File: src/rtl/pixel_readout_if.sv
// pixel_readout_if: ready/valid pixel stream from the readout FIFO to its sink.
interface pixel_readout_if #(
  parameter int DATA_W = 8,
  parameter int IDX_W  = 2
);
  logic [DATA_W-1:0] out_data;
  logic [IDX_W-1:0]  out_index;
  logic              out_last;
  logic              out_valid;
  logic              out_ready;
  modport master (output out_data, out_index, out_last, out_valid, input out_ready);
  modport slave  (input out_data, out_index, out_last, out_valid, output out_ready);
endinterface

File: src/rtl/pixel_readout.sv
// pixel_readout: single-slope ramp ADC per pixel with optional CDS, streamed out via a ready/valid FIFO.
// Define PIXEL_READOUT_SATURATE_EN to clamp negative CDS results to 0 instead of wrapping.
module pixel_readout #(
  parameter int PIXEL_COUNT = 4,
  parameter int DATA_W      = 8,
  parameter int FIFO_DEPTH  = 8,
  localparam int IDX_W      = $clog2(PIXEL_COUNT),
  localparam int AW         = $clog2(FIFO_DEPTH)
) (
  input  logic                   clk,
  input  logic                   reset,
  input  logic                   erase,
  input  logic                   corr,
  input  logic                   expose,
  input  logic                   convert,
  input  logic                   read,
  input  logic                   idle,
  input  logic [IDX_W-1:0]       pixel_select,
  input  logic [PIXEL_COUNT-1:0] cmp,
  pixel_readout_if.master        px,
  output logic                   overflow,
  output logic                   busy
);
  typedef enum logic [2:0] {IDLE, ARMED, CONV_RST, WAIT_EXP, CONV_SIG, READOUT} state_t;
  state_t r_state, w_next;
  logic [DATA_W-1:0] r_ramp;
  logic [DATA_W-1:0] r_rst [PIXEL_COUNT];
  logic [DATA_W-1:0] r_sig [PIXEL_COUNT];
  logic [PIXEL_COUNT-1:0] r_done;
  logic r_cds, r_erase_d, r_act_d, r_bank_sig, r_ovf;
  logic w_conv_rst, w_conv_sig, w_push, w_fill;
  logic [DATA_W-1:0] w_cds_val, w_val;
  logic [AW:0] r_wr, r_rd;
  logic [DATA_W-1:0] r_mem_val [FIFO_DEPTH];
  logic [IDX_W-1:0]  r_mem_idx [FIFO_DEPTH];
  logic w_empty, w_full, w_pop, w_wr_en;
  always_ff @(posedge clk or negedge reset)
    if (!reset) r_state <= IDLE;
    else r_state <= w_next;
  always_comb begin
    w_next = r_state;
    case (r_state)
      ARMED:    w_next = convert ? (r_cds ? CONV_RST : CONV_SIG) : expose ? WAIT_EXP : ARMED;
      CONV_RST: w_next = convert ? CONV_RST : WAIT_EXP;
      WAIT_EXP: w_next = convert ? CONV_SIG : WAIT_EXP;
      CONV_SIG: w_next = read ? READOUT : CONV_SIG;
      READOUT:  w_next = read ? READOUT : IDLE;
      default:  w_next = IDLE;
    endcase
    if (idle && r_state != ARMED) w_next = IDLE;
    if (erase) w_next = ARMED;
  end
  // The first convert cycle is still seen in ARMED/WAIT_EXP, so the bank is chosen from the phase.
  always_comb begin
    busy       = r_state != IDLE;
    w_conv_rst = convert && !erase && (r_state == CONV_RST || (r_state == ARMED && r_cds));
    w_conv_sig = convert && !erase && (r_state == CONV_SIG || r_state == WAIT_EXP || (r_state == ARMED && !r_cds));
    w_push     = read && (r_state == CONV_SIG || r_state == READOUT);
  end
  assign w_fill = r_act_d && !convert;
  always_ff @(posedge clk or negedge reset)
    if (!reset) begin
      r_ramp     <= '0;
      r_done     <= '0;
      r_cds      <= 1'b0;
      r_erase_d  <= 1'b0;
      r_act_d    <= 1'b0;
      r_bank_sig <= 1'b0;
      for (int i = 0; i < PIXEL_COUNT; i++) begin
        r_rst[i] <= '0;
        r_sig[i] <= '0;
      end
    end else begin
      r_erase_d  <= erase;
      r_ramp     <= !convert ? '0 : (&r_ramp) ? r_ramp : r_ramp + 1'b1;
      r_act_d    <= w_conv_rst | w_conv_sig;
      r_bank_sig <= w_conv_sig;
      if (erase) r_cds <= (r_erase_d & r_cds) | corr;
      for (int i = 0; i < PIXEL_COUNT; i++)
        if (erase) r_done[i] <= 1'b0;
        else if (w_fill) begin
          r_done[i] <= 1'b0;
          if (!r_done[i] && r_bank_sig) r_sig[i] <= '1;
          if (!r_done[i] && !r_bank_sig) r_rst[i] <= '1;
        end else if ((w_conv_rst | w_conv_sig) && cmp[i] && !r_done[i]) begin
          r_done[i] <= 1'b1;
          if (w_conv_sig) r_sig[i] <= r_ramp;
          else r_rst[i] <= r_ramp;
        end
    end
`ifdef PIXEL_READOUT_SATURATE_EN
  logic [DATA_W:0] w_diff;
  always_comb begin
    w_diff    = {1'b0, r_sig[pixel_select]} - {1'b0, r_rst[pixel_select]};
    w_cds_val = w_diff[DATA_W] ? '0 : w_diff[DATA_W-1:0];
  end
`else
  assign w_cds_val = r_sig[pixel_select] - r_rst[pixel_select];
`endif
  assign w_val   = r_cds ? w_cds_val : r_sig[pixel_select];
  assign w_empty = r_wr == r_rd;
  assign w_full  = (r_wr - r_rd) == (AW+1)'(FIFO_DEPTH);
  assign w_pop   = !w_empty && px.out_ready;
  assign w_wr_en = w_push && (!w_full || w_pop);
  always_ff @(posedge clk or negedge reset)
    if (!reset) begin
      r_wr  <= '0;
      r_rd  <= '0;
      r_ovf <= 1'b0;
    end else begin
      if (w_wr_en) r_wr <= r_wr + 1'b1;
      if (w_pop) r_rd <= r_rd + 1'b1;
      if (w_push && w_full && !w_pop) r_ovf <= 1'b1;
    end
  always_ff @(posedge clk)
    if (w_wr_en) begin
      r_mem_val[r_wr[AW-1:0]] <= w_val;
      r_mem_idx[r_wr[AW-1:0]] <= pixel_select;
    end
  assign px.out_valid = !w_empty;
  assign px.out_data  = w_empty ? '0 : r_mem_val[r_rd[AW-1:0]];
  assign px.out_index = w_empty ? '0 : r_mem_idx[r_rd[AW-1:0]];
  assign px.out_last  = !w_empty && r_mem_idx[r_rd[AW-1:0]] == IDX_W'(PIXEL_COUNT-1);
  assign overflow     = r_ovf;
endmodule
File: src/flat_wrapper.sv
// flat-port wrapper written by rule: the top's interface ports become plain ports
module pixel_readout_flat 
#(
  parameter int PIXEL_COUNT = 4,
  parameter int DATA_W      = 8,
  parameter int FIFO_DEPTH  = 8,
  localparam int IDX_W      = $clog2(PIXEL_COUNT),
  localparam int AW         = $clog2(FIFO_DEPTH)
)
  (clk, reset, erase, corr, expose, convert, read, idle, pixel_select, cmp, overflow, busy, px_out_data, px_out_index, px_out_last, px_out_valid, px_out_ready);
  pixel_readout_if #(.DATA_W(DATA_W)) px_i ();
  input  logic clk;
  input  logic reset;
  input  logic erase;
  input  logic corr;
  input  logic expose;
  input  logic convert;
  input  logic read;
  input  logic idle;
  input  logic [IDX_W-1:0] pixel_select;
  input  logic [PIXEL_COUNT-1:0] cmp;
  output logic overflow;
  output logic busy;
  output wire logic [$bits(px_i.out_data)-1:0] px_out_data;
  output wire logic [$bits(px_i.out_index)-1:0] px_out_index;
  output wire logic [$bits(px_i.out_last)-1:0] px_out_last;
  output wire logic [$bits(px_i.out_valid)-1:0] px_out_valid;
  input wire logic [$bits(px_i.out_ready)-1:0] px_out_ready;
  assign px_out_data = px_i.out_data;
  assign px_out_index = px_i.out_index;
  assign px_out_last = px_i.out_last;
  assign px_out_valid = px_i.out_valid;
  assign px_i.out_ready = px_out_ready;
  pixel_readout #(.PIXEL_COUNT(PIXEL_COUNT), .DATA_W(DATA_W), .FIFO_DEPTH(FIFO_DEPTH)) u_core (.clk(clk), .reset(reset), .erase(erase), .corr(corr), .expose(expose), .convert(convert), .read(read), .idle(idle), .pixel_select(pixel_select), .cmp(cmp), .px(px_i), .overflow(overflow), .busy(busy));
endmodule
File: config.mk
export PLATFORM = sky130hd
export DESIGN_NAME = pixel_readout_flat
export DESIGN_NICKNAME = d
export VERILOG_FILES = /design/src/rtl/pixel_readout_if.sv /design/src/rtl/pixel_readout.sv /design/src/flat_wrapper.sv
export SDC_FILE = /design/constraint.sdc
export NUM_CORES = 1
export LEC_CHECK = 0
export CAP_MARGIN = 25
export CORE_ASPECT_RATIO = 2
export CORE_MARGIN = 3
export CORE_UTILIZATION = 60
export CTS_BUF_LIST = sky130_fd_sc_hd__clkbuf_8
export DETAILED_ROUTE_END_ITERATION = 8
export DONT_BUFFER_PORTS = 1
export PLACE_DENSITY_LB_ADDON = 0.08
export SLEW_MARGIN = 15
export SYNTH_ARGS = -nofsm -noshare
export SYNTH_HDL_FRONTEND = slang
export SYNTH_SLANG_ARGS = --single-unit
File: constraint.sdc
create_clock -name clk -period 3.9 [get_ports clk]
set_clock_uncertainty 0.2 [all_clocks]
set_input_delay 0.585 -clock clk [delete_from_list [all_inputs] [get_ports clk]]
set_output_delay 0.585 -clock clk [all_outputs]
set_load 0.005 [all_outputs]
==> qor.yml <==
power_and_ir_drop:
  total_leakage_power_uw: 0.00335
  irDropWorstVdd_mv: 0.545
  pwr_density_cell_mw_per_mm2: 626
synth:
  ys_seq_area_share_pct: 60.0
  synth_nets: 569
  yosysWarnings: 0
  synth_adder_area_share_pct: 2.33
  synthCells: 540
  ys_ff_latch: 172
  syn-mean-instance-area_um2: 14.5
  yosys.area.top_type: "edfxtp_1"
  ys_top_cells_by_area: "edfxtp_1 (31%), dfrtp_1 (29%), mux4_2 (10%)"
  synth_xor_area_share_pct: 2.01
  synth_top_family_by_area: "multiplexers"
  synth_simple_gate_area_share_pct: 8.24
  synthFlopType: "dfrtp_1"
  synth-compound-area-share_pct: 8.78
  synth_common_cells: "dfrtp_1 (92), edfxtp_1 (80), mux4_2 (35), nand2_1 (33), o22a_1 (32)"
  async_flop_share_pct: 53.5
  yosysTopAreaCellShare_pct: 30.7
  ys_types: 53
  synthMuxAreaShare_pct: 16.2
  synth_edf_count: 80
  yosysMostFrequentCell: "dfrtp_1"
  mappedNetlistArea_mm2: 0.00784
placement:
  place_hpwl_um: 11400
  place_congestion: 0.938
  port_buffers: 0
  dp_cells: 675
final_layout:
  nets: 579
  area_growth_pct: 8.53
  drive_above_1_share_pct: 23.3
  fillers: 898
  diodes: 0
  layoutNonFillerInstCount: 713
floorplan:
  rows: 58
  dieArea_mm2: 0.0145
  fp.dieH_um: 168
  start_util_pct: 61.7
  core_area_mm2: 0.0127
  io_pins: 29
  chipWidth_um: 86.8
run_status:
  status: "finished, final reports clean"
min_path:
  hp-start: "pixel_select[0]"
  min_to: "u_core.r_mem_idx[4][0]$_DFFE_PP_"
  worstHoldPathType: "in2reg"
  worstHoldPathCells: 0
sta:
  timing.setup.tns_ps: 0
  tightest_slew_ps: 685
  fin_crit_sh_pct: 78.5
  hold_viol: 0
  fmax_ghz: 0.327
  timing.slew.headroom_pct: 53.0
  grt_setup_unrepaired: "false"
  drv_slew: 0
  setup_viol: 0
  min_period_ps: 3060
critical_path:
  max_stage_delay_ps: 490
  reg2reg_depth: 7
  cp.required_ps: 3890
  startpoint_type: "flip-flop"
  critical_path.slowest_cell: "mux4_2"
  end_kind: "flip-flop"
  worst_path_dominant_cell_family: "compound AO/OA/AOI/OAI gates"
  reg2reg_from: "u_core.r_sig[4]$_DFFE_PN0P_"
  critPathBufInv: 0
  path_cells: "mux4_2 > ha_1 > a21oi_1 > o21ai_0 > or3_1 > a21boi_2 > xor2_1"
  cp_max_fo: 8
  regToRegSetupSlack_ps: 840
  critPathKind: "reg2reg"
  r2r_end: "u_core.r_mem_val[3][7]$_DFFE_PP_"
  cp.arrival_ps: 3050
global_route:
  antenna_found_initial: 0
  grt_max_degree: 93
  grtUsageTotal_pct: 24.0
  grt_pass1_wl_um: 26000
  first_global_vias: 4891
  gr-total-overflow: 0
drt:
  wl_per_cell_um: 22.5
  drt_first_pass_iters: 6
  postRouteAntennaNets: 0
  routed_wl_um: 16100
  drt_iter0_drc: 328
  drc: 0
  num_vias: 4544
  vias_per_cell: 6.37
run:
  cap_violations: 0
clock_tree:
  insertion_delay_ps: 460
  cts_max_path_buffers: 2
  cts.sinks: 172
  numCtsBuffers: 17
  cts-root-buf: "clkbuf_8"
  cts-htree-levels: 4
  cts_tree: "done"
  clk_pin_slew_ps: 90
  cts_setup_buffers: 0
-- state kept, by name, indices dropped and copies added (netlist names), 3 cells and up --
name / count
u_core.r_done: 4
u_core.r_mem_idx: 16
u_core.r_mem_val: 64
u_core.r_ramp: 8
u_core.r_rd: 4
u_core.r_rst: 32
u_core.r_sig: 32
u_core.r_state: 3
u_core.r_wr: 4
-- through the flow --
step	instance area [µm²]	utilization [%]	hold WS, ps	total power (µW)	worst slack, ps
final	8500	67.0	32.3	5330	838
after global placement	8000	63.0	92.4	3970	809
after detailed placement	8000	63.0	93.1	4040	635
after floorplan	7840	-	89.4	3670	569
after CTS	8480	66.8	0.965	5370	858
after global routing	8500	67.0	1.00	5640	668
-- routing by layer --
layer	track usage, %	vias up	wire length [µm]
met5	0	-	0
met4	10.2	0	522
met3	4.58	29	353
met2	43.8	81	9340
met1	26.4	2369	5850
li1	-	2065	-
-- where the power goes --
group	internal, µW	switching, µW	total, µW	leakage [µW]
clock network	605	705	1310	0.000217
logic	742	830	1570	0.00127
registers	2270	179	2440	0.00186
total	3610	1710	5330	0.00335
-- area by class of cell --
cell class,count,area [µm²],area share [%]
sequential,172,4700,55.3
multi-input combinational,322,2940,34.6
clock buffer,17,234,2.75
clock inverter,15,196,2.31
tap,150,188,2.21
timing repair buffer,18,168,1.97
inverter,19,71.3,0.839
-- worst max-delay path by stage --
stage                                 startpoint                               end  depth (start not counted)
floorplan                        pixel_select[0]  u_core.r_mem_val[0][7]$_DFFE_PP_                         10
global placement                 pixel_select[1]  u_core.r_mem_val[0][6]$_DFFE_PP_                         10
detailed placement               pixel_select[1]  u_core.r_mem_val[5][6]$_DFFE_PP_                         10
CTS                  u_core.r_sig[4]$_DFFE_PN0P_  u_core.r_mem_val[3][7]$_DFFE_PP_                          7
global route        u_core.r_sig[12]$_DFFE_PN0P_  u_core.r_mem_val[6][7]$_DFFE_PP_                          7
finish               u_core.r_sig[4]$_DFFE_PN0P_  u_core.r_mem_val[3][7]$_DFFE_PP_                          7
-- layout by cell type, fill, tap and decap left out, drive strengths merged, types with 9 or more instances in the layout --
cell / synthesis / routed
a21oi: 23 / 23
edfxtp: 80 / 80
ha: 13 / 13
o22a: 32 / 32
nand2: 33 / 33
nor3: 13 / 13
buf: 8 / 13
nor2: 23 / 23
clkbuf: 19 / 17
dfrtp: 92 / 92
mux2: 39 / 39
mux4: 35 / 35
xnor2: 12 / 12
inv: 19 / 27
nand3: 9 / 9
-- repair_timing --
item,in CTS,in global routing
hold buffers,4,2
endpoints found under the setup margin,0,0
hold endpoints to repair,100,12
resized for setup,0,0
-- cells by family after synthesis --
group,after synthesis
compound gates,93
xor+xnor,18
fa+ha+maj,14
buf+inv,46
flops,172
mux,78
simple gates,119
Note: power is estimated with default switching activity, not from simulation.
